**src/rtl/arith_pkg.sv**
```systemverilog
// rtl/arith_pkg.sv - shared constants for the multi-cycle arithmetic unit
package arith_pkg;

  typedef enum logic [1:0] {
    ST_IDLE = 2'd0,
    ST_CALC = 2'd1,
    ST_DONE = 2'd2
  } div_state_e;

  // Step counter width; a counter of $clog2(W) bits reaches W-1 exactly.
  function automatic int cnt_bits(input int w);
    return (w < 2) ? 1 : $clog2(w);
  endfunction

endpackage

```
**src/rtl/div_control.sv**
```systemverilog
// rtl/div_control.sv - IDLE/CALC/DONE sequencer and step counter for cyc_div
module div_control
  import arith_pkg::*;
#(
  parameter int W = 4
) (
  input  logic clk,
  input  logic rst_n,
  input  logic load,
  output logic load_out,
  output logic calc,
  output logic valid
);

  localparam int CW = cnt_bits(W);

  div_state_e    state;
  div_state_e    state_nxt;
  logic [CW-1:0] cnt;
  logic          last_step;

  assign last_step = (cnt == CW'(W - 1));

  always_ff @(posedge clk or negedge rst_n) begin
    if (!rst_n) begin
      state <= ST_IDLE;
      cnt   <= '0;
    end else begin
      state <= state_nxt;
      if (load)
        cnt <= '0;
      else if (state == ST_CALC)
        cnt <= cnt + 1'b1;
    end
  end

  // A load wins over everything, including an in-flight division.
  always_comb begin
    state_nxt = state;
    if (load) begin
      state_nxt = ST_CALC;
    end else begin
      case (state)
        ST_CALC: if (last_step) state_nxt = ST_DONE;
        ST_DONE: state_nxt = ST_DONE;
        default: state_nxt = ST_IDLE;
      endcase
    end
  end

  always_comb begin
    load_out = load;
    calc     = (state == ST_CALC) && !load;
    valid    = (state == ST_DONE);
  end

endmodule

```
**src/rtl/prop_adder.sv**
```systemverilog
// rtl/prop_adder.sv - ripple carry adder built from propagate/generate terms
module prop_adder #(
  parameter int N = 5
) (
  input  logic [N-1:0] a,
  input  logic [N-1:0] b,
  input  logic         cin,
  output logic [N-1:0] sum,
  output logic         cout
);

  logic [N:0]   carry;
  logic [N-1:0] p;
  logic [N-1:0] g;

  assign carry[0] = cin;
  assign p        = a ^ b;
  assign g        = a & b;

  for (genvar i = 0; i < N; i++) begin : g_bit
    assign sum[i]     = p[i] ^ carry[i];
    assign carry[i+1] = g[i] | (p[i] & carry[i]);
  end

  assign cout = carry[N];

endmodule

```
**src/rtl/cyc_div.sv**
```systemverilog
// rtl/cyc_div.sv - W-cycle unsigned restoring divider, one shift-subtract per clock
module cyc_div
  import arith_pkg::*;
#(
  parameter int W = 4
) (
  input  logic         clk,
  input  logic         rst_n,
  input  logic         load,
  input  logic [W-1:0] a,
  input  logic [W-1:0] b,
  output logic [W-1:0] q,
  output logic [W-1:0] r,
  output logic         valid,
  output logic         div_by_zero
);

  logic         load_out;
  logic         calc;
  logic [W-1:0] q_reg;
  logic [W-1:0] r_reg;
  logic [W-1:0] dvs_reg;
  logic         dz_reg;
  logic [W:0]   t;
  logic [W:0]   diff;
  logic         no_borrow;
  logic         unused_diff_msb;

  div_control #(.W(W)) u_ctrl (
    .clk      (clk),
    .rst_n    (rst_n),
    .load     (load),
    .load_out (load_out),
    .calc     (calc),
    .valid    (valid)
  );

  assign t = {r_reg, q_reg[W-1]};

  // Subtract by adding the inverted divisor plus one; carry-out means t >= divisor.
  prop_adder #(.N(W + 1)) u_sub (
    .a    (t),
    .b    (~{1'b0, dvs_reg}),
    .cin  (1'b1),
    .sum  (diff),
    .cout (no_borrow)
  );

  assign unused_diff_msb = diff[W];

  always_ff @(posedge clk or negedge rst_n) begin
    if (!rst_n) begin
      q_reg   <= '0;
      r_reg   <= '0;
      dvs_reg <= '0;
      dz_reg  <= 1'b0;
    end else if (load_out) begin
      q_reg   <= a;
      r_reg   <= '0;
      dvs_reg <= b;
      dz_reg  <= (b == '0);
    end else if (calc) begin
      q_reg <= {q_reg[W-2:0], no_borrow};
      r_reg <= no_borrow ? diff[W-1:0] : t[W-1:0];
    end
  end

  assign q           = q_reg;
  assign r           = r_reg;
  assign div_by_zero = dz_reg;

endmodule

```
**config.mk**
```make
export PLATFORM = sky130hd
export DESIGN_NAME = cyc_div
export DESIGN_NICKNAME = d
export VERILOG_FILES = /design/src/rtl/arith_pkg.sv /design/src/rtl/div_control.sv /design/src/rtl/prop_adder.sv /design/src/rtl/cyc_div.sv
export SDC_FILE = /design/constraint.sdc
export NUM_CORES = 1
export LEC_CHECK = 0
export CAP_MARGIN = 20
export CORE_ASPECT_RATIO = 0.75
export CORE_UTILIZATION = 44
export CTS_CLUSTER_SIZE = 10
export DETAILED_ROUTE_END_ITERATION = 16
export GPL_ROUTABILITY_DRIVEN = 0
export PLACE_DENSITY = 0.71
export SLEW_MARGIN = 20
export SYNTH_ARGS = -nofsm -noshare
export SYNTH_HDL_FRONTEND = slang
export SYNTH_HIERARCHICAL = 1
export SYNTH_SLANG_ARGS = --single-unit
```
**constraint.sdc**
```tcl
create_clock -name clk -period 2.4 [get_ports clk]
set_input_delay 0.24 -clock clk [delete_from_list [all_inputs] [get_ports clk]]
set_output_delay 0.24 -clock clk [all_outputs]
set_load 0.01 [all_outputs]
```
==> summary.txt, run 1 <==
Outcome
  – Outcome: complete, but fails checks
  – Failing checks: setup timing

Routing
  – Wire per inst: 12.09 µm
  – Highest metal used: met3
  – Vias: 640
  – Via/cell ratio: 4.638
  – Drt pass-1 iters: 3
  – ANT nets after route: 0
  – Met1 WL: 877 µm
  – Met2 wire len: 766 µm
  – DRC viols: 0
  – Final WL: 1669 µm
  – Starting DRT DRC Count: 10
  – Wire length on met3: 26 µm

Placement
  – HPWL Detailed: 1298 µm
  – Dpl ws: -0.1221 ns
  – Inst Count DP: 133
  – I/O Buffers: 20
  – Area post-placement: 1181 µm²

Clock network
  – Clock buffer depth: 2
  – Root buf cell: clkbuf_4
  – CTS tree: yes
  – CTS Hold Bufs: 0
  – Clock Pin Slew Worst Setup and Hold Paths: 0.11 ns
  – Later-pin clock latency in the skew report: 0.29 ns
  – Htree depth: 1
  – Num CTS Buffers: 3
  – Sink Count: 17

Hold path
  – Tightest Hold Check Type: in2async

Final layout
  – Diodes inserted: 0
  – Final instance area: 1242 µm²
  – # fillers: 180
  – Area of the multi-input gates: 456.7 µm²
  – Finished Layout Cells: 138
  – Share of layout cells above drive strength 1: 21.93%
  – FF/Latch Area: 425.4 µm²
  – NumNets Final: 134
  – Area added between synthesis and finish: 31.70%

Critical path
  – Critical path class: reg2reg
  – CP max FO: 5
  – Type of origin of the critical path: flip-flop
  – Worst endpoint required time: 2.58 ns
  – Crit. End Element: flip-flop
  – Critical Path AT: 2.66 ns

Timing
  – Layout Skew: 0.008509 ns
  – Fin crit share: 103.4%
  – Endpoints failing setup: 5
  – Worst-Margin Slew: 0.7732 ns
  – Final hold slack: 0.3918 ns
  – Min Clock Period, post-route: 2.481 ns
  – Final worst-path setup slack: -0.08095 ns
  – Final Hold Vio Count: 0
  – Fmax: 0.4031 GHz
  – Slew Limit Headroom: 48.29%
  – Final Max Tran Viols: 0
  – Unrepaired setup endpoints after global routing: yes

Floorplan
  – Chip Width: 55.47 µm
  – Die Y: 42.10 µm
  – Placement row count: 14
  – Die ar.: 2335 µm²
  – Initial Util: 46.83%
  – Total core area: 2014 µm²
  – Top Ports: 21

Yosys
  – YS warnings: 6
  – Mean Syn Cell Area: 10.60 µm²
  – Cells after Synth: 89
  – Mapped Area: 943.4 µm²

Flow run
  – Max cap viols: 0

Global route
  – Largest net degree at the start of global routing: 20
  – Overflow after GRT: 0
  – First-pass GRT wire length: 2994 µm
  – Vias in the first global route: 674
  – Antenna violations before repair: 0
  – GRT Overall Usage: 16.63%

Pwr
  – Total Power: 1.029 mW
  – Static leakage: 0.5739 nW
  – PwrDens: 828.0 nW/µm²
  – Max VDD drop: 0.5093 mV
[metal layers]
| layer | track usage [%] | up-vias |
|---|---|---|
| li1 | - | 334 |
| met4 | 3.000 | 0 |
| met1 | 24.39 | 297 |
| met3 | 2.778 | 0 |
| met2 | 26.51 | 9 |
| met5 | 0 | - |
[layout make-up]
cell class	instances	share of cell area, %
Multi-Input combinational cell	53	36.76
Sequential cell	17	34.24
Timing Repair Buffer	25	19.44
Inverter	15	4.733
Tap cell	24	2.417
Clock buffer	3	1.813
Clock inverter	1	0.6042
[where the power goes]
group | internal [mW] | switching (mW) | total, mW
combinational | 0.249 | 0.219 | 0.468
clock | 0.0631 | 0.0963 | 0.159
sequential | 0.350 | 0.0513 | 0.401
total | 0.662 | 0.367 | 1.03
[cells in the final DEF, fill, tap and decap left out]
cell             instances
clkdlybuf4s50_1         20
dfrtp_1                 17
inv_1                    9
mux2i_1                  9
nand2_1                  8
nor2_1                   6
inv_2                    5
o21ai_0                  5
fa_2                     5
buf_4                    4
o21ai_1                  3
a211oi_2                 3
clkbuf_4                 3
ha_1                     3
conb_1                   2
nor4_1                   1
mux2_2                   1
a211oi_1                 1
clkinvlp_4               1
buf_6                    1
nor2b_1                  1
and2b_1                  1
a21o_1                   1
nand4bb_1                1
o31ai_2                  1
xnor2_1                  1
inv_4                    1
[critical path, stage by stage (launching register included)]
cell     delay (ns)
dfrtp_1        0.41
inv_2          0.07
fa_2           0.20
inv_2          0.04
fa_2           0.33
fa_2           0.36
fa_2           0.35
inv_2          0.06
fa_2           0.20
inv_4          0.06
buf_6          0.11
mux2i_1        0.12
o21ai_1        0.07
[per-stage QoR]
stage                     util [%]  setup TNS [ns]
after floorplan                  -         -0.2186
after global placement       58.63         -0.3043
after detailed placement     58.63         -0.4577
after CTS                    60.50         -0.5490
after global routing         61.68         -0.8664
final                        61.68         -0.3323
[repair_timing]
item | in CTS | in global routing
endpoints found under the setup margin | 5 | 5
buffers inserted | 1 | 0
cloned | 0 | 0
resized for setup | 1 | 10
pin swaps | 2 | 2
[worst paths after layout]
kind / endpoint / slack (ns) / depth (start not counted) / start
setup reg to reg: q[0] / -0.08 / 12 / q[3]
hold / removal: q[0] / 0.39 / 1 / rst_n
min in group clk: q[0] / 0.48 / 3 / a[0]
max in group asynchronous: div_by_zero / 1.52 / 1 / rst_n
hold reg to reg: div_by_zero / 0.52 / 1 / div_by_zero
setup / recovery: q[0] / -0.08 / 12 / q[3]
(Power assumes the default switching activity.)
==> inputs of run 2 (changes only) <==
- CORE_MARGIN: unset -> 10
==> run 2 against run 1 <==
Net effect:
- the run still ends with setup timing left
- die area increased by 89%
- sequential share of layout area is 0.24 points higher
- first-iteration DRC count rose to 4.3 times the previous value
- routed wire length grew 14%
- critical path type unchanged
- largest power group unchanged
==> summary.txt, run 2 (synthesis gave the netlist of run 1 again) <==
Routing
  – Vias: 647
  – DRC viols: 0
  – Via/cell ratio: 4.688
  – Final WL: 1898 µm
  – Wire per inst: 13.75 µm
  – Starting DRT DRC Count: 43
  – Drt pass-1 iters: 4
  – ANT nets after route: 0

Pwr
  – Switching share of power: 35.26%
  – Pint: 0.6609 mW
  – PwrDens: 827.4 nW/µm²
  – Max VDD drop: 0.5279 mV
  – Sequential share of power: 39.6%
  – Static leakage: 0.5745 nW
  – Combinational share of power: 46.0%
  – Clk pwr share: 14.4%
  – Total Power: 1.021 mW
  – Switching power: 0.3599 mW

Critical path
  – Critical path class: reg2reg
  – Worst reg2reg startpoint: q[3]
  – CP most frequent cell: fa_2
  – Worst endpoint required time: 2.60 ns
  – Buf+Inv Stages, Crit Path: 4
  – CP max FO: 5
  – Crit. End Element: flip-flop
  – CP top delay family: adder cells
  – Crit. Startpoint: q[3]
  – Critical Path AT: 2.64 ns
  – Max stage delay on crit path: 0.40 ns
  – Critical path's slowest cell: dfrtp_1
  – Type of origin of the critical path: flip-flop
  – Crit-path cells: inv_2 -> fa_2 -> inv_2 -> fa_2 -> fa_2 -> fa_2 -> inv_2 -> fa_2 -> inv_4 -> mux2i_1 -> a211oi_2

Final layout
  – Diodes inserted: 0
  – Final instance area: 1234 µm²
  – NumNets Final: 134
  – Area added between synthesis and finish: 30.77%
  – Most frequent cells in the layout: 20 x clkdlybuf4s50_1, 17 x dfrtp_1, 10 x inv_1
  – Leading cell type in the layout, fill and taps excluded: clkdlybuf4s50_1
  – Share of layout cells above drive strength 1: 19.30%

Floorplan
  – Top Ports: 21
  – Die Y: 60.10 µm
  – Die ar.: 4415 µm²
  – Placement row count: 14
  – Initial Util: 46.83%
  – Total core area: 2014 µm²
  – Chip Width: 73.47 µm

Global route
  – GRT Max-Usage Layer: met2
  – Antenna violations before repair: 0
  – Met1 Resource Use GR: 10.43%
  – GRT met2 Usage: 13.71%
  – Grt met3 use: 3.146%
  – Overflow after GRT: 0
  – First-pass GRT wire length: 3098 µm
  – Largest net degree at the start of global routing: 19
  – Vias in the first global route: 675
  – GRT Overall Usage: 8.632%

Timing
  – Setup TNS: -0.1263 ns
  – Final worst-path setup slack: -0.04468 ns
  – Unrepaired setup endpoints after global routing: yes
  – Slew Limit Headroom: 47.84%
  – Worst-Margin Slew: 0.7800 ns
  – Fmax: 0.4091 GHz
  – Final hold slack: 0.4080 ns
  – Endpoints failing setup: 5
  – Final Hold Vio Count: 0
  – Final Max Tran Viols: 0
  – Fin crit share: 101.9%
  – Min Clock Period, post-route: 2.445 ns
  – Layout Skew: 0.0005525 ns

Flow run
  – Max cap viols: 0

Clock network
  – Clock Pin Slew Worst Setup and Hold Paths: 0.09 ns
  – Later-pin clock latency in the skew report: 0.28 ns
  – Root buf cell: clkbuf_4
  – Clock buffer depth: 2
  – Htree depth: 1
  – CTS tree: yes
  – Num CTS Buffers: 3
  – CTS Hold Bufs: 0
  – Sink Count: 17

Outcome
  – Outcome: complete, but fails checks
  – Failing checks: setup timing

Placement
  – HPWL Detailed: 1464 µm
  – Area post-placement: 1181 µm²
  – I/O Buffers: 20
  – Dpl ws: -0.09517 ns

Hold path
  – Tightest Hold Check Type: in2async
run 2: per-layer routing:
metal / wire length (µm) / vias to the layer above
met4: 28 / 0
li1: - / 329
met2: 899 / 10
met3: 94 / 2
met1: 875 / 306
met5: 0 / -
run 2: cell type report:
class / instances / area, µm²
Clock buffer: 4 / 26.28
Multi-Input combinational cell: 53 / 451.7
Tap cell: 24 / 30.03
Timing Repair Buffer: 25 / 241.5
Fill cell: 170 / 780.7
Sequential cell: 17 / 425.4
Inverter: 15 / 58.81
run 2: power groups by stage:
stage	sequential (mW)	combinational (mW)	clock (mW)
3_3_place_gp	0.409	0.429	0
3_5_place_dp	0.410	0.440	0
4_1_cts	0.405	0.452	0.156
2_1_floorplan	0.415	0.287	0
5_1_grt	0.412	0.519	0.166
6_report	0.404	0.470	0.147
run 2: worst reg2reg max path: stages (launching register included):
cell and delay (ns):
dfrtp_1 0.40, inv_2 0.07, fa_2 0.19, inv_2 0.04
fa_2 0.33, fa_2 0.34, fa_2 0.34, inv_2 0.06
fa_2 0.20, inv_4 0.06, mux2i_1 0.14, a211oi_2 0.21
run 2: worst paths after layout:
kind	slack (ns)	depth (start not counted)	end
max	-0.04	11	r[3]
min	0.41	1	u_ctrl/cnt[0]
max reg2reg	-0.04	11	r[3]
min reg2reg	0.52	1	u_ctrl/state[0]
max in group asynchronous	1.51	1	u_ctrl/state[1]
min in group clk	0.49	3	q[0]
run 2: stage by stage:
| stage | std cells | utilization [%] |
|---|---|---|
| 2_1_floorplan | 90 | - |
| 3_3_place_gp | 133 | 58.63 |
| 3_5_place_dp | 133 | 58.63 |
| 4_1_cts | 138 | 60.31 |
| 5_1_grt | 138 | 61.24 |
| 6_report | 138 | 61.24 |
run 2: what timing repair did:
| item | in CTS | in global routing |
|---|---|---|
| endpoints found under the setup margin | 4 | 5 |
| pin swaps | 1 | 2 |
| resized for setup | 1 | 8 |
| setup buffers | 1 | 0 |
